### src/rtl/huffman_decoder.sv
// Serial Huffman decoder. It loads a 6-entry code table, shifts in bits MSB-first and
// emits the index of each completed codeword over a valid/ready handshake.
module huffman_decoder #(
  parameter int CODE_W = 8,
  parameter int SYM_W  = 3
) (
  input  logic              clk,
  input  logic              reset,
  input  logic              code_valid,
  input  logic [CODE_W-1:0] HC1,
  input  logic [CODE_W-1:0] HC2,
  input  logic [CODE_W-1:0] HC3,
  input  logic [CODE_W-1:0] HC4,
  input  logic [CODE_W-1:0] HC5,
  input  logic [CODE_W-1:0] HC6,
  input  logic [CODE_W-1:0] M1,
  input  logic [CODE_W-1:0] M2,
  input  logic [CODE_W-1:0] M3,
  input  logic [CODE_W-1:0] M4,
  input  logic [CODE_W-1:0] M5,
  input  logic [CODE_W-1:0] M6,
  input  logic              bit_valid,
  input  logic              bit_in,
  output logic              bit_ready,
  output logic              sym_valid,
  output logic [SYM_W-1:0]  sym_data,
  input  logic              sym_ready,
  output logic              code_err,
  output logic [7:0]        sym_cnt
);

  localparam int LEN_W = $clog2(CODE_W + 1);
  localparam int NSYM  = 6;

  typedef enum logic [1:0] {ST_EMPTY, ST_RUN, ST_OUT, ST_ERR} state_t;

  function automatic logic [LEN_W-1:0] popcount(input logic [CODE_W-1:0] v);
    logic [LEN_W-1:0] c;
    c = '0;
    for (int i = 0; i < CODE_W; i++) begin
      c = c + LEN_W'(v[i]);
    end
    return c;
  endfunction

  state_t             state_r, state_nxt_s;
  logic [CODE_W-1:0]  hc_r [NSYM];
  logic [CODE_W-1:0]  m_r  [NSYM];
  logic [LEN_W-1:0]   l_r  [NSYM];
  logic [CODE_W-1:0]  hc_in_s [NSYM];
  logic [CODE_W-1:0]  m_in_s  [NSYM];
  logic [CODE_W-1:0]  shreg_r, shn_s;
  logic [LEN_W-1:0]   len_r, lenn_s;
  logic               hit_s;
  logic [SYM_W-1:0]   hit_idx_s;

  // Gather the table ports into arrays so loading and matching can loop.
  always_comb begin
    hc_in_s = '{HC1, HC2, HC3, HC4, HC5, HC6};
    m_in_s  = '{M1, M2, M3, M4, M5, M6};
  end

  // Candidate shift state and table match; scanning downward lets the lowest index win.
  always_comb begin
    shn_s     = {shreg_r[CODE_W-2:0], bit_in};
    lenn_s    = len_r + LEN_W'(1);
    hit_s     = 1'b0;
    hit_idx_s = {SYM_W{1'b0}};
    for (int n = NSYM - 1; n >= 0; n--) begin
      if ((l_r[n] != '0) && (lenn_s == l_r[n]) && ((shn_s & m_r[n]) == hc_r[n])) begin
        hit_s     = 1'b1;
        hit_idx_s = SYM_W'(n + 1);
      end else begin
        hit_s     = hit_s;
        hit_idx_s = hit_idx_s;
      end
    end
  end

  // Next-state logic; a table load overrides everything else.
  always_comb begin
    state_nxt_s = state_r;
    if (code_valid) begin
      state_nxt_s = ST_RUN;
    end else begin
      case (state_r)
        ST_EMPTY: state_nxt_s = ST_EMPTY;
        ST_RUN: begin
          if (bit_valid && hit_s) begin
            state_nxt_s = ST_OUT;
          end else if (bit_valid && (lenn_s == LEN_W'(CODE_W))) begin
            state_nxt_s = ST_ERR;
          end else begin
            state_nxt_s = ST_RUN;
          end
        end
        ST_OUT: begin
          if (sym_ready) begin
            state_nxt_s = ST_RUN;
          end else begin
            state_nxt_s = ST_OUT;
          end
        end
        ST_ERR:  state_nxt_s = ST_ERR;
        default: state_nxt_s = ST_EMPTY;
      endcase
    end
  end

  // State register, table storage, shift register and registered outputs.
  always_ff @(posedge clk) begin
    if (reset) begin
      state_r   <= ST_EMPTY;
      bit_ready <= 1'b0;
      sym_valid <= 1'b0;
      sym_data  <= {SYM_W{1'b0}};
      code_err  <= 1'b0;
      sym_cnt   <= 8'd0;
      shreg_r   <= {CODE_W{1'b0}};
      len_r     <= {LEN_W{1'b0}};
      for (int n = 0; n < NSYM; n++) begin
        hc_r[n] <= {CODE_W{1'b0}};
        m_r[n]  <= {CODE_W{1'b0}};
        l_r[n]  <= {LEN_W{1'b0}};
      end
    end else begin
      state_r   <= state_nxt_s;
      bit_ready <= (state_nxt_s == ST_RUN);
      if (code_valid) begin
        for (int n = 0; n < NSYM; n++) begin
          hc_r[n] <= hc_in_s[n];
          m_r[n]  <= m_in_s[n];
          l_r[n]  <= popcount(m_in_s[n]);
        end
        shreg_r   <= {CODE_W{1'b0}};
        len_r     <= {LEN_W{1'b0}};
        sym_valid <= 1'b0;
        code_err  <= 1'b0;
        sym_cnt   <= 8'd0;
      end else begin
        case (state_r)
          ST_RUN: begin
            if (bit_valid && hit_s) begin
              sym_data  <= hit_idx_s;
              sym_valid <= 1'b1;
              shreg_r   <= {CODE_W{1'b0}};
              len_r     <= {LEN_W{1'b0}};
            end else if (bit_valid && (lenn_s == LEN_W'(CODE_W))) begin
              code_err <= 1'b1;
            end else if (bit_valid) begin
              shreg_r <= shn_s;
              len_r   <= lenn_s;
            end else begin
              shreg_r <= shreg_r;
            end
          end
          ST_OUT: begin
            if (sym_ready) begin
              sym_valid <= 1'b0;
              sym_cnt   <= sym_cnt + 8'd1;
            end else begin
              sym_valid <= 1'b1;
            end
          end
          default: sym_valid <= sym_valid;
        endcase
      end
    end
  end

endmodule

### config.mk
export PLATFORM = sky130hd
export DESIGN_NAME = huffman_decoder
export DESIGN_NICKNAME = d
export VERILOG_FILES = /design/src/rtl/huffman_decoder.sv
export SDC_FILE = /design/constraint.sdc
export NUM_CORES = 1
export LEC_CHECK = 0
export BUFFER_PORTS_ARGS = -buffer_cell sky130_fd_sc_hd__buf_2
export CORE_MARGIN = 1
export CORE_UTILIZATION = 53
export DETAILED_ROUTE_END_ITERATION = 10
export GPL_ROUTABILITY_DRIVEN = 1
export PLACE_DENSITY = 0.73
export SKIP_CTS_REPAIR_TIMING = 1
export SLEW_MARGIN = 25
export SYNTH_ARGS = -nofsm -noshare
export SYNTH_HDL_FRONTEND = slang
export SYNTH_SLANG_ARGS = --single-unit
export TNS_END_PERCENT = 100
### constraint.sdc
create_clock -name clk -period 11.7 [get_ports clk]
set_clock_uncertainty 0.2 [all_clocks]
set_input_delay 1.17 -clock clk [delete_from_list [all_inputs] [get_ports clk]]
set_output_delay 1.17 -clock clk [all_outputs]
set_load 0.01 [all_outputs]
### Word-level counts from Yosys, hierarchy flattened

Memories as Yosys holds them, arrays and structs flattened.
Cells that the tools add are included.

| storage, ports and cells | value |
|---|---|
| bits in registers | 27 |
| bits in latches | 0 |
| memory bits (writable) | 120 |
| bits in read-only memories | 0 |
| input port bits | 102 |
| output and inout bits | 14 |
| logic and storage cells | 178 |
| memories | 3 |

Memory list:

| memory | depth | bits a word | read ports | clocked after memory_dff | wr ports | line | source |
|---|---|---|---|---|---|---|---|
| hc_r | 6 | 8 | 6 | 0 | 6 | 47 | `logic [CODE_W-1:0] hc_r [NSYM];` |
| m_r | 6 | 8 | 6 | 0 | 6 | 48 | `logic [CODE_W-1:0] m_r [NSYM];` |
| l_r | 6 | 4 | 6 | 0 | 6 | 49 | `logic [LEN_W-1:0] l_r [NSYM];` |

| cells by class | value |
|---|---|
| $add $sub $neg | 44 |
| multipliers | 0 |
| div/mod/pow operators | 0 |
| $lt $le $gt $ge | 0 |
| equal/unequal tests | 19 |
| shift-type cells | 0 |
| mux-type cells | 49 |
| bitwise operators | 26 |
| reductions and logical operators | 29 |

Operators by type and width:

| kind | number |
|---|---|
| adder 4 x 1 -> 4 bit | 24 |
| 2-to-1 mux 8 bit | 12 |
| bitwise AND 8 bit | 6 |
| == test 8 bit | 6 |
| 2-to-1 mux 4 bit | 9 |
| adder 3 x 1 -> 4 bit | 6 |
| == test 4 bit | 6 |
| nonzero test 4 bit | 6 |
| 2-to-1 mux 7 bit | 3 |
| adder 2 x 1 -> 3 bit | 6 |
| 2-to-1 mux 3 bit | 6 |
| bitwise OR 1 bit | 18 |
| logical AND 1 bit | 14 |
| 2-to-1 mux 1 bit | 13 |
| adder 1 x 1 -> 2 bit | 6 |
| AND reduction 3 bit | 3 |
| adder 8 x 1 -> 8 bit (second input constant) | 1 |
| 2-to-1 mux 2 bit | 4 |
| case mux 2 bit (4 select lines) | 1 |
| adder 4 x 1 -> 4 bit (second input constant) | 1 |
| == test 2 x 1 -> 1 bit (second input constant) | 2 |
| == test 2 bit (second input constant) | 2 |
| == test 4 bit (second input constant) | 1 |
| != test 2 bit (second input constant) | 2 |
| 6 further kinds | 9 |

### Depth between registers and ports, before layout

Gate-level depths: netlist of run 1.

| depth | value |
|---|---|
| depth in word-level cells | 15 |
| mapped depth | 10 |
| mapped depth without buffers | 10 |

### Worst setup path before layout of run 1

Ideal clock, no wire load.

| timing | value |
|---|---|
| path type | input to register |
| start point | input port code_valid |
| end point | memory hc_r[0][0], enable pin |
| setup time | 0.532 ns |
| arrival | 4.810 ns |
| data required time | 10.968 ns |
| path slack | 6.159 ns |
| stages | 3 |
| path buffers | 1 |
| cell sequence | nor2_1 -> inv_1 -> clkbuf_1 |

RTL lines:

| element | line | source |
|---|---|---|
| from (decl) | 9 | `input logic code_valid,` |
| to (decl) | 47 |  |

### Worst setup path in the final report of run 1

| timing | value |
|---|---|
| start point | register len_r[0] |
| end point | register sym_data[1] |

| on the way | value |
|---|---|
| longest elaborated chain between the ends | 12 |
| elaborated cells on any way between the ends | 33 |
| classes of those cells | add/sub: 1; eq/ne: 6; mux: 12; reduce/logical: 14 |

RTL lines:

| element | line | source |
|---|---|---|
| from (decl) | 53 | `logic [LEN_W-1:0] len_r, lenn_s;` |
| from (signal assigned) | 120 | `len_r <= {LEN_W{1'b0}};` |
| from (signal assigned) | 136 | `len_r <= {LEN_W{1'b0}};` |
| from (signal assigned) | 147 | `len_r <= {LEN_W{1'b0}};` |
| adder 4 x 1 -> 4 bit (*) | 66 | `lenn_s = len_r + LEN_W'(1);` |
| == test 4 bit | 70 | `if ((l_r[n] != '0) && (lenn_s == l_r[n]) && ((shn_s & m_r[n]) == hc_r[n])) begin` |
| logical AND 1 bit (2 in series) | 70 |  |
| 2-to-1 mux 1 bit (6 in series) | 70 |  |
| logical AND 1 bit | 143 | `if (bit_valid && hit_s) begin` |
| AND reduction 3 bit (no source line) | -- |  |
| to (signal assigned) | 116 | `sym_data <= {SYM_W{1'b0}};` |
| to (signal assigned) | 144 | `sym_data <= hit_idx_s;` |
| to (decl) | 26 | `output logic [SYM_W-1:0] sym_data,` |

Every way passes the cells marked *; elsewhere a longest branch is shown, timed or not.
A chain may end at the register's enable or synchronous reset.

==> summary.md, run 1 <==
| Metric | Value |
|---|---|
| Predominant post-synthesis flop cell | `edfxtp_1` |
| Post-synthesis register bit count | `147` |
| Avg Cell Area, Syn | `10.72 µm²` |
| Register area share after synthesis | `0.5027` |
| Worst slew pin tran | `0.9222 ns` |
| WS Path Type | `flop to flop` |
| Core Region | `15,200 µm²` |
| Sw Ratio | `0.2517` |
| Fin crit share | `0.3352` |
| Fillers | `1,302` |
| Number of flops mapped to enable cells by yosys | `120` |
| Root Buffer | `clkbuf_16` |
| Peak per-stage delay on the critical path | `0.83 ns` |
| Slew Viols, Final | `0` |
| Fraction of registers with async set/reset | `0` |
| CP Max Fanout | `15` |
| Peak supply drop | `0.00009692 V` |
| Worst hold path class | `flop to flop` |
| Fmax | `255.0 MHz` |
| Wirelength per Cell | `16.22 µm` |
| RSZ-0062 raised after global routing | `false` |
| Clock slew at reported path FFs | `0.06 ns` |
| Starting Density | `0.5423` |
| Share of post-route cells with drive strength above 1 | `0.1834` |
| P_sw | `0.3305 mW` |
| Die Y | `126.7 µm` |
| Pleak | `3.976 nW` |
| CTS tree | `yes` |
| CP Launch Type | `flop` |
| # rows | `45` |
| Synth Cell Area | `8244 µm²` |
| Max-Cap Viols | `0` |
| Avg Vias per Cell | `5.375` |
| H-tree Lvls | `4` |
| Endpoints failing hold | `0` |
| Total CTS buffers | `17` |
| DP HPWL | `12,110 µm` |
| Setup crit end kind | `flop` |
| Clock buffer depth | `2` |
| Antenna cells | `0` |
| CP max stage cell | `dfxtp_1` |
| Clk sinks | `147` |
| DRT iter0 DRCs | `440` |
| Status | `finished, final reports clean` |
| Drt drc | `0` |
| Pwr Density | `138.4 nW/µm²` |
| Initial antenna violation count | `0` |
| Period minus WS final | `3.922 ns` |
| Flop pwr share | `0.482` |
| Drt first pass iters | `5` |
| Antenna Nets Post-Route | `0` |
| Combinational share of power | `0.145` |
| Slew HR | `0.3819` |
| Worst skew pair latency | `0.42 ns` |
| Critical Path, Cell by Cell | `ha_1, xor2_2, mux4_2, nor4_2, nor3_2, and2_4, o41ai_2` |
| Global placer's final weighted congestion | `0.8311` |
| Fin util | `0.6241` |
| Critical path's top delay family | `simple AND/OR/NAND/NOR gates` |
| Die area | `16,060 µm²` |
| Width of the die | `126.7 µm` |
| Post-synthesis cell count | `769` |
| Unique masters post-synth | `58` |
| WP buf/inv | `0` |
| All-Layer GR Usage | `0.2338` |
| Largest net degree at the start of global routing | `86` |
| IO buf count | `115` |
| Worst path required time | `11.83 ns` |
| Register area | `4144 µm²` |
| Syn_nets | `916` |
| Power Internal | `0.9827 mW` |
| CP arrival | `4.05 ns` |
| Clock share of power | `0.374` |
| Synth warn | `0` |
| Area of the multi-input gates | `3736 µm²` |
| Post-Route WL | `17,470 µm` |
| Via count | `5,789` |
| Area delta synth->final | `15.09%` |
| Final #Nets | `1,024` |
| Vias in the first global route | `5,623` |
| Total Negative Setup Slacks | `0 ns` |
| First-pass GRT wire length | `28,390 µm` |
| Final Setup Violations | `0` |
| I/O Pins | `116` |
| Grt ovf | `0` |
-- layout by cell type, fill, tap and decap left out, drive strengths merged, types with 6 or more instances in the layout --
cell and count:
nor3 14, o21ai 8, xnor2 15, dfxtp 27, and2 84, a21boi 6
xor2 55, nand3 28, inv 62, and3 10, clkinv 9, o211ai 10
clkbuf 18, nand4 15, a21oi 14, fa 24, ha 21, nor4 14
and3b 6, nand2 69, a211oi 8, edfxtp 120, buf 120, nor2 76
-- path summary, 6_finish.rpt --
kind	startpoint	endpoint	slack [ns]	depth (start not counted)
max reg2reg	len_r[0]	sym_data[1]	7.78	7
min	code_err	code_err	0.27	2
max	len_r[0]	sym_data[1]	7.78	7
min reg2reg	code_err	code_err	0.27	2
-- cells in the mapped netlist (all sizes together), types with 9 or more instances --
library cell  number  area, µm²
xor2              55      489.2
nor3              14      75.07
buf                9      56.30
and3              10      62.56
a21oi             14      70.07
and2              84      528.0
nand2             69      259.0
edfxtp           120       3603
o211ai            10      75.07
ha                21      262.8
inv               62      232.7
nor2              76      285.3
nand3             28      152.7
fa                24      480.5
nor4              14      115.1
xnor2             15      146.4
clkbuf            22      82.58
dfxtp             27      540.5
nand4             15      93.84
-- sequential cells by signal (all words and copies together), names as in the netlist --
| register | cells |
|---|---|
| state_r | 2 |
| len_r | 4 |
| code_err | 1 |
| m_r | 48 |
| hc_r | 48 |
| shreg_r | 7 |
| bit_ready | 1 |
| l_r | 24 |
| sym_valid | 1 |
| sym_data | 3 |
| sym_cnt | 8 |
-- kinds of logic after synthesis --
logic type / after synthesis / share of synthesized area
fa+ha+maj: 45 / 0.09015
mux: 6 / 0.008803
buf+inv: 93 / 0.04507
flops: 147 / 0.5027
simple gates: 342 / 0.2195
compound gates: 66 / 0.05677
xor+xnor: 70 / 0.07710
-- area by class of cell --
| class | instances | share of cell area |
|---|---|---|
| Clock buffer | 18 | 0.04523 |
| Clock inverter | 13 | 0.01002 |
| Inverter | 62 | 0.02479 |
| Multi-Input combinational cell | 529 | 0.3938 |
| Sequential cell | 147 | 0.4368 |
| Tap cell | 188 | 0.02479 |
| Timing Repair Buffer | 120 | 0.06462 |
-- per-layer routing --
layer,wire [µm],vias up,GRT usage
li1,-,2847,-
met1,7603,2758,0.3041
met2,8602,155,0.3903
met3,798,29,0.03922
met4,464,0,0.09734
met5,0,-,0
-- worst min-delay path: cells and delay by family (launching register included) --
family	cells	cell delay, ns
AOI/OAI and AO/OA	1	0.04
DFF	1	0.33
and+or+nand+nor	1	0.07
-- through the flow --
stage	worst slack [ns]	total power [mW]	hold slack, ns	cell area, µm²	cells
after detailed placement	7.545	0.8337	0.2677	8964	1046
after global routing	7.668	1.373	0.3175	9488	1077
after global placement	7.598	0.8265	0.2596	8964	1046
after floorplan	6.159	0.7745	0.2790	8244	769
final	7.778	1.313	0.2719	9488	1077
after CTS	7.796	1.321	0.2840	9488	1077
-- power groups by stage --
stage               Combinational (mW)  Clock [mW]  Sequential (mW)
floorplan                        0.136           0            0.639
global placement                 0.185           0            0.642
detailed placement               0.190           0            0.643
CTS                              0.193       0.496            0.633
global route                     0.219       0.516            0.637
finish                           0.190       0.491            0.632
(Power assumes the default switching activity.)
==> run 2, diff against run 1 <==
--- a/config.mk
+++ b/config.mk
@@ -5,12 +5,13 @@
 export SDC_FILE = /design/constraint.sdc
 export NUM_CORES = 1
 export LEC_CHECK = 0
+export ABC_AREA = 1
 export BUFFER_PORTS_ARGS = -buffer_cell sky130_fd_sc_hd__buf_2
 export CORE_MARGIN = 1
 export CORE_UTILIZATION = 53
 export DETAILED_ROUTE_END_ITERATION = 10
 export GPL_ROUTABILITY_DRIVEN = 1
-export PLACE_DENSITY = 0.73
+export PLACE_DENSITY = 0.75
 export SKIP_CTS_REPAIR_TIMING = 1
 export SLEW_MARGIN = 25
 export SYNTH_ARGS = -nofsm -noshare
==> constraint.sdc (replaced) <==
create_clock -name clk -period 3.5 [get_ports clk]
set_clock_uncertainty 0.2 [all_clocks]
set_input_delay 0.35 -clock clk [delete_from_list [all_inputs] [get_ports clk]]
set_output_delay 0.35 -clock clk [all_outputs]
set_load 0.01 [all_outputs]
==> run 2 against run 1 <==
Against the previous run: first-iteration DRC count grew 5.7%; highest routed layer unchanged; final area grew 9.0%; largest cell class unchanged; cell count grew 35%; critical endpoint is now l_r[0][22].
==> summary.md, run 2 <==
| Metric | Value |
|---|---|
| Post-Route WL | `19,670 µm` |
| Fmax | `343.8 MHz` |
| Setup crit end kind | `flop` |
| DRT iter0 DRCs | `465` |
| CP arrival | `2.87 ns` |
| Predominant post-synthesis flop cell | `edfxtp_1` |
| Number of flops mapped to enable cells by yosys | `120` |
| Initial antenna violation count | `0` |
| H-tree Lvls | `4` |
| Slew Viols, Final | `0` |
| RSZ-0062 raised after global routing | `false` |
| Synth warn | `0` |
| Fillers | `1,358` |
| All-Layer GR Usage | `0.2444` |
| Avg Vias per Cell | `4.906` |
| Antenna Nets Post-Route | `0` |
| Largest regs | `hc_r (48), m_r (48), l_r (24)` |
| Worst hold path class | `primary input to flop` |
| Pwr Density | `487.9 nW/µm²` |
| Endpoints failing hold | `0` |
| Area of the multi-input gates | `3675 µm²` |
| Reg2reg setup slack | `0.70 ns` |
| WL met1 | `8631 µm` |
| Endpoint of the worst hold path | `hc_r[0][21]` |
| Max-Cap Viols | `0` |
| WS Path Type | `primary input to flop` |
| Drt first pass iters | `5` |
| # rows | `46` |
| Worst skew pair latency | `0.43 ns` |
| Starting Density | `0.5498` |
| Most common cell after layout, fill and taps aside | `nand2_1` |
| First-pass GRT wire length | `33,080 µm` |
| Area contributors post-synth | `edfxtp_1 41%, nand2_1 11%, inv_1 9.9%` |
| DP HPWL | `13,920 µm` |
| Routed length on met2 | `9638 µm` |
| Cell depth of the worst flop-to-flop path | `15` |
| Worst Hold Launch | `HC3[5]` |
| Design Area, Final | `10,340 µm²` |
| Fraction of registers with async set/reset | `0` |
| Worst path required time | `3.46 ns` |
| CP Launch Type | `primary input` |
| Post-synthesis register bit count | `147` |
| Unique masters post-synth | `37` |
| Most common cell in the netlist | `nand2_1` |
| Grt ovf | `0` |
| Slew HR | `0.4445` |
| Pleak | `5.214 nW` |
| Placed inst area | `9656 µm²` |
| Worst slew pin tran | `0.8321 ns` |
| Commonest non-fill, non-tap cells in the layout | `259 x nand2_1, 233 x inv_1, 204 x nor2_1` |
| Final Setup Violations | `0` |
| I/O Pins | `116` |
| Final #Nets | `1,368` |
| Period minus WS final | `2.908 ns` |
| CP Max Fanout | `2` |
| Share of post-route cells with drive strength above 1 | `0.1491` |
| Final WS setup | `0.5915 ns` |
| DR WL met3 | `1032 µm` |
| Worst hold path depth | `3` |
| Status | `finished, final reports clean` |
| Syn_nets | `1,252` |
| Register area | `4144 µm²` |
| Width of the die | `131.3 µm` |
| Die Y | `131.3 µm` |
| Total CTS buffers | `17` |
| Peak supply drop | `0.0003639 V` |
| Synth cell count leaders | `260 x nand2_1, 234 x inv_1, 204 x nor2_1` |
| IO buf count | `115` |
| Clock slew at reported path FFs | `0.06 ns` |
| Vias in the first global route | `6,996` |
| Largest net degree at the start of global routing | `121` |
| WHS | `0.009180 ns` |
| Area share of the largest cell type after synthesis | `0.4067` |
| Terminus of the critical flop-to-flop path | `shreg_r[2]` |
| Root Buffer | `clkbuf_16` |
| Drt drc | `0` |
| Post-synthesis cell count | `1,105` |
| Via count | `7,113` |
| Antenna cells | `0` |
| Register area share after synthesis | `0.4677` |
| Core Region | `16,120 µm²` |
| Wirelength per Cell | `13.57 µm` |
| Synth Cell Area | `8861 µm²` |
| Fin crit share | `0.8310` |
| CTS tree | `yes` |
| Clock buffer depth | `2` |
| Avg Cell Area, Syn | `8.019 µm²` |
| Dpl ws | `0.1597 ns` |
| Global placer's final weighted congestion | `0.8732` |
| Clk sinks | `147` |
| Reg2reg start | `len_r[0]` |
| Die area | `17,240 µm²` |
| Area delta synth->final | `16.75%` |
| Total Negative Setup Slacks | `0 ns` |
| Yosys top cell by area | `edfxtp_1` |
| Top Layer Used | `met4` |
run 2: changes by cell type in the layout (fill, tap and decap cells not counted), sizes merged, moves of 10 or more:
cell,delta
nor2,+135
nand2,+202
nand3b,+18
nor4,-14
xor2,-41
nand3,+40
and2,-83
inv,+180
o211ai,-10
run 2: cell type report:
cell class | count | area share
flip-flops and latches | 147 | 0.4006
multi-input cells | 693 | 0.3552
inverters | 239 | 0.08708
repair buffers | 123 | 0.06531
clock buffers | 18 | 0.04149
well taps | 216 | 0.02612
clock inverters | 14 | 0.02419
run 2: worst max-delay path, cell delays in order:
cell and delay, ns:
buf_2 0.12, fa_1 0.53, inv_1 0.05, fa_1 0.49, fa_1 0.41, inv_1 0.07, ha_1 0.16, inv_1 0.06
fa_1 0.38, xor2_1 0.19, nor2_1 0.06
run 2: power breakdown:
| part | internal [mW] | switching [mW] |
|---|---|---|
| combinational | 0.322 | 0.467 |
| sequential | 2.05 | 0.0917 |
| clock | 1.35 | 0.768 |
| total | 3.72 | 1.33 |
run 2: cell families after synthesis:
group                    count (synthesis)  share of synthesized area
AO/OA/AOI/OAI                           34                    0.02062
adder cells (fa/ha/maj)                 45                    0.08387
buffers and inverters                  265                     0.1185
flip-flops                             147                     0.4677
AND/OR/NAND/NOR                        594                     0.2896
XOR/XNOR                                20                    0.01977
run 2: how the worst max path moves through the flow:
stage / to / slack (ns) / startpoint / depth (start not counted)
6_report: l_r[0][22] / 0.59 / M6[0] / 11
5_1_grt: state_r[1] / 0.48 / len_r[0] / 14
4_1_cts: l_r[0][22] / 0.61 / M6[0] / 11
3_5_place_dp: l_r[0][22] / 0.16 / M6[0] / 11
3_3_place_gp: l_r[0][2] / 0.26 / M1[0] / 10
2_1_floorplan: hc_r[0][0] / 0.26 / code_valid / 2
run 2: stage by stage:
| stage | cells | utilization | power (mW) |
|---|---|---|---|
| 6_report | 1450 | 0.6419 | 5.047 |
| 5_1_grt | 1450 | 0.6419 | 5.278 |
| 4_1_cts | 1449 | 0.6413 | 5.064 |
| 3_5_place_dp | 1417 | 0.5991 | 2.959 |
| 3_3_place_gp | 1417 | 0.5991 | 2.924 |
| 2_1_floorplan | 1105 | - | 2.719 |
run 2: routing by layer:
metal,global-route usage,up-vias
met4,0.08204,0
met2,0.4199,211
met5,0,-
met3,0.04398,33
li1,-,3605
met1,0.3106,3264
==> run 3, diff against run 2 <==
--- a/config.mk
+++ b/config.mk
@@ -5,13 +5,13 @@
 export SDC_FILE = /design/constraint.sdc
 export NUM_CORES = 1
 export LEC_CHECK = 0
-export ABC_AREA = 1
+export ABC_AREA = 0
 export BUFFER_PORTS_ARGS = -buffer_cell sky130_fd_sc_hd__buf_2
 export CORE_MARGIN = 1
 export CORE_UTILIZATION = 53
 export DETAILED_ROUTE_END_ITERATION = 10
 export GPL_ROUTABILITY_DRIVEN = 1
-export PLACE_DENSITY = 0.75
+export PLACE_DENSITY = 0.73
 export SKIP_CTS_REPAIR_TIMING = 1
 export SLEW_MARGIN = 25
 export SYNTH_ARGS = -nofsm -noshare
==> constraint.sdc (replaced) <==
create_clock -name clk -period 2.7 [get_ports clk]
set_clock_uncertainty 0.2 [all_clocks]
set_input_delay 0.27 -clock clk [delete_from_list [all_inputs] [get_ports clk]]
set_output_delay 0.27 -clock clk [all_outputs]
set_load 0.01 [all_outputs]
==> run 3 against run 2 <==
Against the previous run: the flow now finishes with violations (hold timing, setup timing); sequential share of layout area fell by 2.6 points; hold slack got worse by 0.025 ns; largest cell class unchanged; power rose by 21%; largest power group unchanged; critical path type unchanged; highest routed layer unchanged; clock-buffer cell count rose by 2.
==> summary.md, run 3 (same netlist as run 1, synthesis figures left out) <==
| Metric | Value |
|---|---|
| Pleak | `4.644 nW` |
| Reg2reg setup slack | `-0.10 ns` |
| Core Region | `15,200 µm²` |
| Worst path required time | `2.67 ns` |
| Final Setup Violations | `14` |
| Failing checks | `hold timing, setup timing` |
| Width of the die | `126.7 µm` |
| # rows | `45` |
| Antenna cells | `0` |
| Most common cell after layout, fill and taps aside | `edfxtp_1` |
| Max-Cap Viols | `0` |
| Drt drc | `0` |
| Die area | `16,060 µm²` |
| Starting Density | `0.5423` |
| Period minus WS final | `2.826 ns` |
| Vias in the first global route | `6,284` |
| Clock share of power | `0.377` |
| Total CTS buffers | `17` |
| Area delta synth->final | `34.39%` |
| RSZ-0062 raised after global routing | `true` |
| Sw Ratio | `0.2590` |
| Slew Viols, Final | `0` |
| Final WS setup | `-0.1260 ns` |
| First-pass GRT wire length | `31,190 µm` |
| CTS tree | `yes` |
| Setup crit end kind | `flop` |
| IO buf count | `115` |
| Worst hold path class | `primary input to flop` |
| Pwr Density | `552.3 nW/µm²` |
| P_sw | `1.585 mW` |
| Combinational share of power | `0.175` |
| Slew HR | `0.5730` |
| WS Path Type | `primary input to flop` |
| Placed inst area | `9424 µm²` |
| Avg Vias per Cell | `5.365` |
| Initial antenna violation count | `0` |
| H-tree Lvls | `4` |
| Grt ovf | `0` |
| Antenna Nets Post-Route | `0` |
| Clk sinks | `147` |
| Largest net degree at the start of global routing | `47` |
| Share of post-route cells with drive strength above 1 | `0.2544` |
| Largest regs | `hc_r (48), m_r (48), l_r (24)` |
| Via count | `6,513` |
| Wirelength per Cell | `17.22 µm` |
| Power Internal | `4.534 mW` |
| Fmax | `353.9 MHz` |
| Final #Nets | `1,160` |
| Endpoints failing hold | `10` |
| Post-Route WL | `20,910 µm` |
| Peak supply drop | `0.0004736 V` |
| Fin crit share | `1.047` |
| DRT iter0 DRCs | `464` |
| Design Area, Final | `11,080 µm²` |
| Commonest non-fill, non-tap cells in the layout | `120 x edfxtp_1, 109 x buf_2, 82 x and2_1` |
| Clock slew at reported path FFs | `0.06 ns` |
| Global placer's final weighted congestion | `0.8940` |
| WHS | `-0.01597 ns` |
| DP HPWL | `13,890 µm` |
| Root Buffer | `clkbuf_16` |
| I/O Pins | `116` |
| Status | `complete, but fails checks` |
| CP arrival | `2.79 ns` |
| Clock buffer depth | `2` |
| Drt first pass iters | `5` |
| CP Launch Type | `primary input` |
| CP Max Fanout | `2` |
| All-Layer GR Usage | `0.2567` |
| Die Y | `126.7 µm` |
| Flop pwr share | `0.448` |
| Fin util | `0.7288` |
| Worst slew pin tran | `0.6405 ns` |
| Worst skew pair latency | `0.43 ns` |
## run 3: cell types whose count changed in the layout (fill, tap and decap cells not counted), sizes merged, moves of 56 or more
| cell | previous run | this run |
|---|---|---|
| and2 | 1 | 84 |
| buf | 122 | 178 |
| inv | 242 | 62 |
| nand2 | 271 | 69 |
| dlygate4sd3 | 1 | 78 |
| nor2 | 211 | 76 |
## run 3: power groups by stage
stage          Clock, mW  Sequential, mW  Combinational [mW]
6_report            2.31            2.74                1.07
3_3_place_gp           0            2.78               0.824
3_5_place_dp           0            2.78               0.879
2_1_floorplan          0            2.76               0.590
5_1_grt             2.42            2.76                1.19
4_1_cts             2.33            2.74               0.895
## run 3: worst paths after layout
path	startpoint	end	cells past startpoint
hold / removal	M5[6]	m_r[0][38]	3
setup reg to reg	len_r[0]	sym_data[1]	9
setup / recovery	M2[3]	l_r[0][5]	10
hold reg to reg	sym_data[0]	sym_data[0]	2
## run 3: cell type report
cell class / count / area (µm²)
repair buffers: 256 / 1963
multi-input cells: 529 / 3921
fillers: 1022 / 4123
flip-flops and latches: 147 / 4153
inverters: 62 / 235.2
clock inverters: 12 / 135.1
well taps: 188 / 235.2
clock buffers: 20 / 436.7
## run 3: metrics by stage
| stage | setup slack [ns] | power, mW | TNS, ns | hold WS (ns) | cells |
|---|---|---|---|---|---|
| after floorplan | -0.2621 | 3.349 | -2.915 | 0.1686 | 769 |
| after global placement | -0.4724 | 3.602 | -8.200 | 0.2545 | 1095 |
| after detailed placement | -0.5511 | 3.663 | -9.807 | 0.2610 | 1095 |
| after CTS | -0.2925 | 5.965 | -3.231 | -0.1006 | 1127 |
| after global routing | -0.1825 | 6.372 | -2.247 | 0.0009399 | 1214 |
| final | -0.1260 | 6.119 | -0.7325 | -0.01597 | 1214 |
## run 3: critical path, stage by stage
cell,delay [ns]
buf_6,0.10
fa_1,0.56
inv_2,0.05
fa_1,0.49
fa_1,0.52
inv_2,0.09
ha_4,0.14
inv_2,0.04
fa_2,0.51
nor2_1,0.04
## run 3: metal layers
metal / routed length (µm) / share of wire / global-route usage
met1: 8273 / 0.40 / 0.3148
met2: 10590 / 0.51 / 0.4433
met3: 1268 / 0.061 / 0.05820
met4: 775 / 0.037 / 0.09734
met5: 0 / 0 / 0
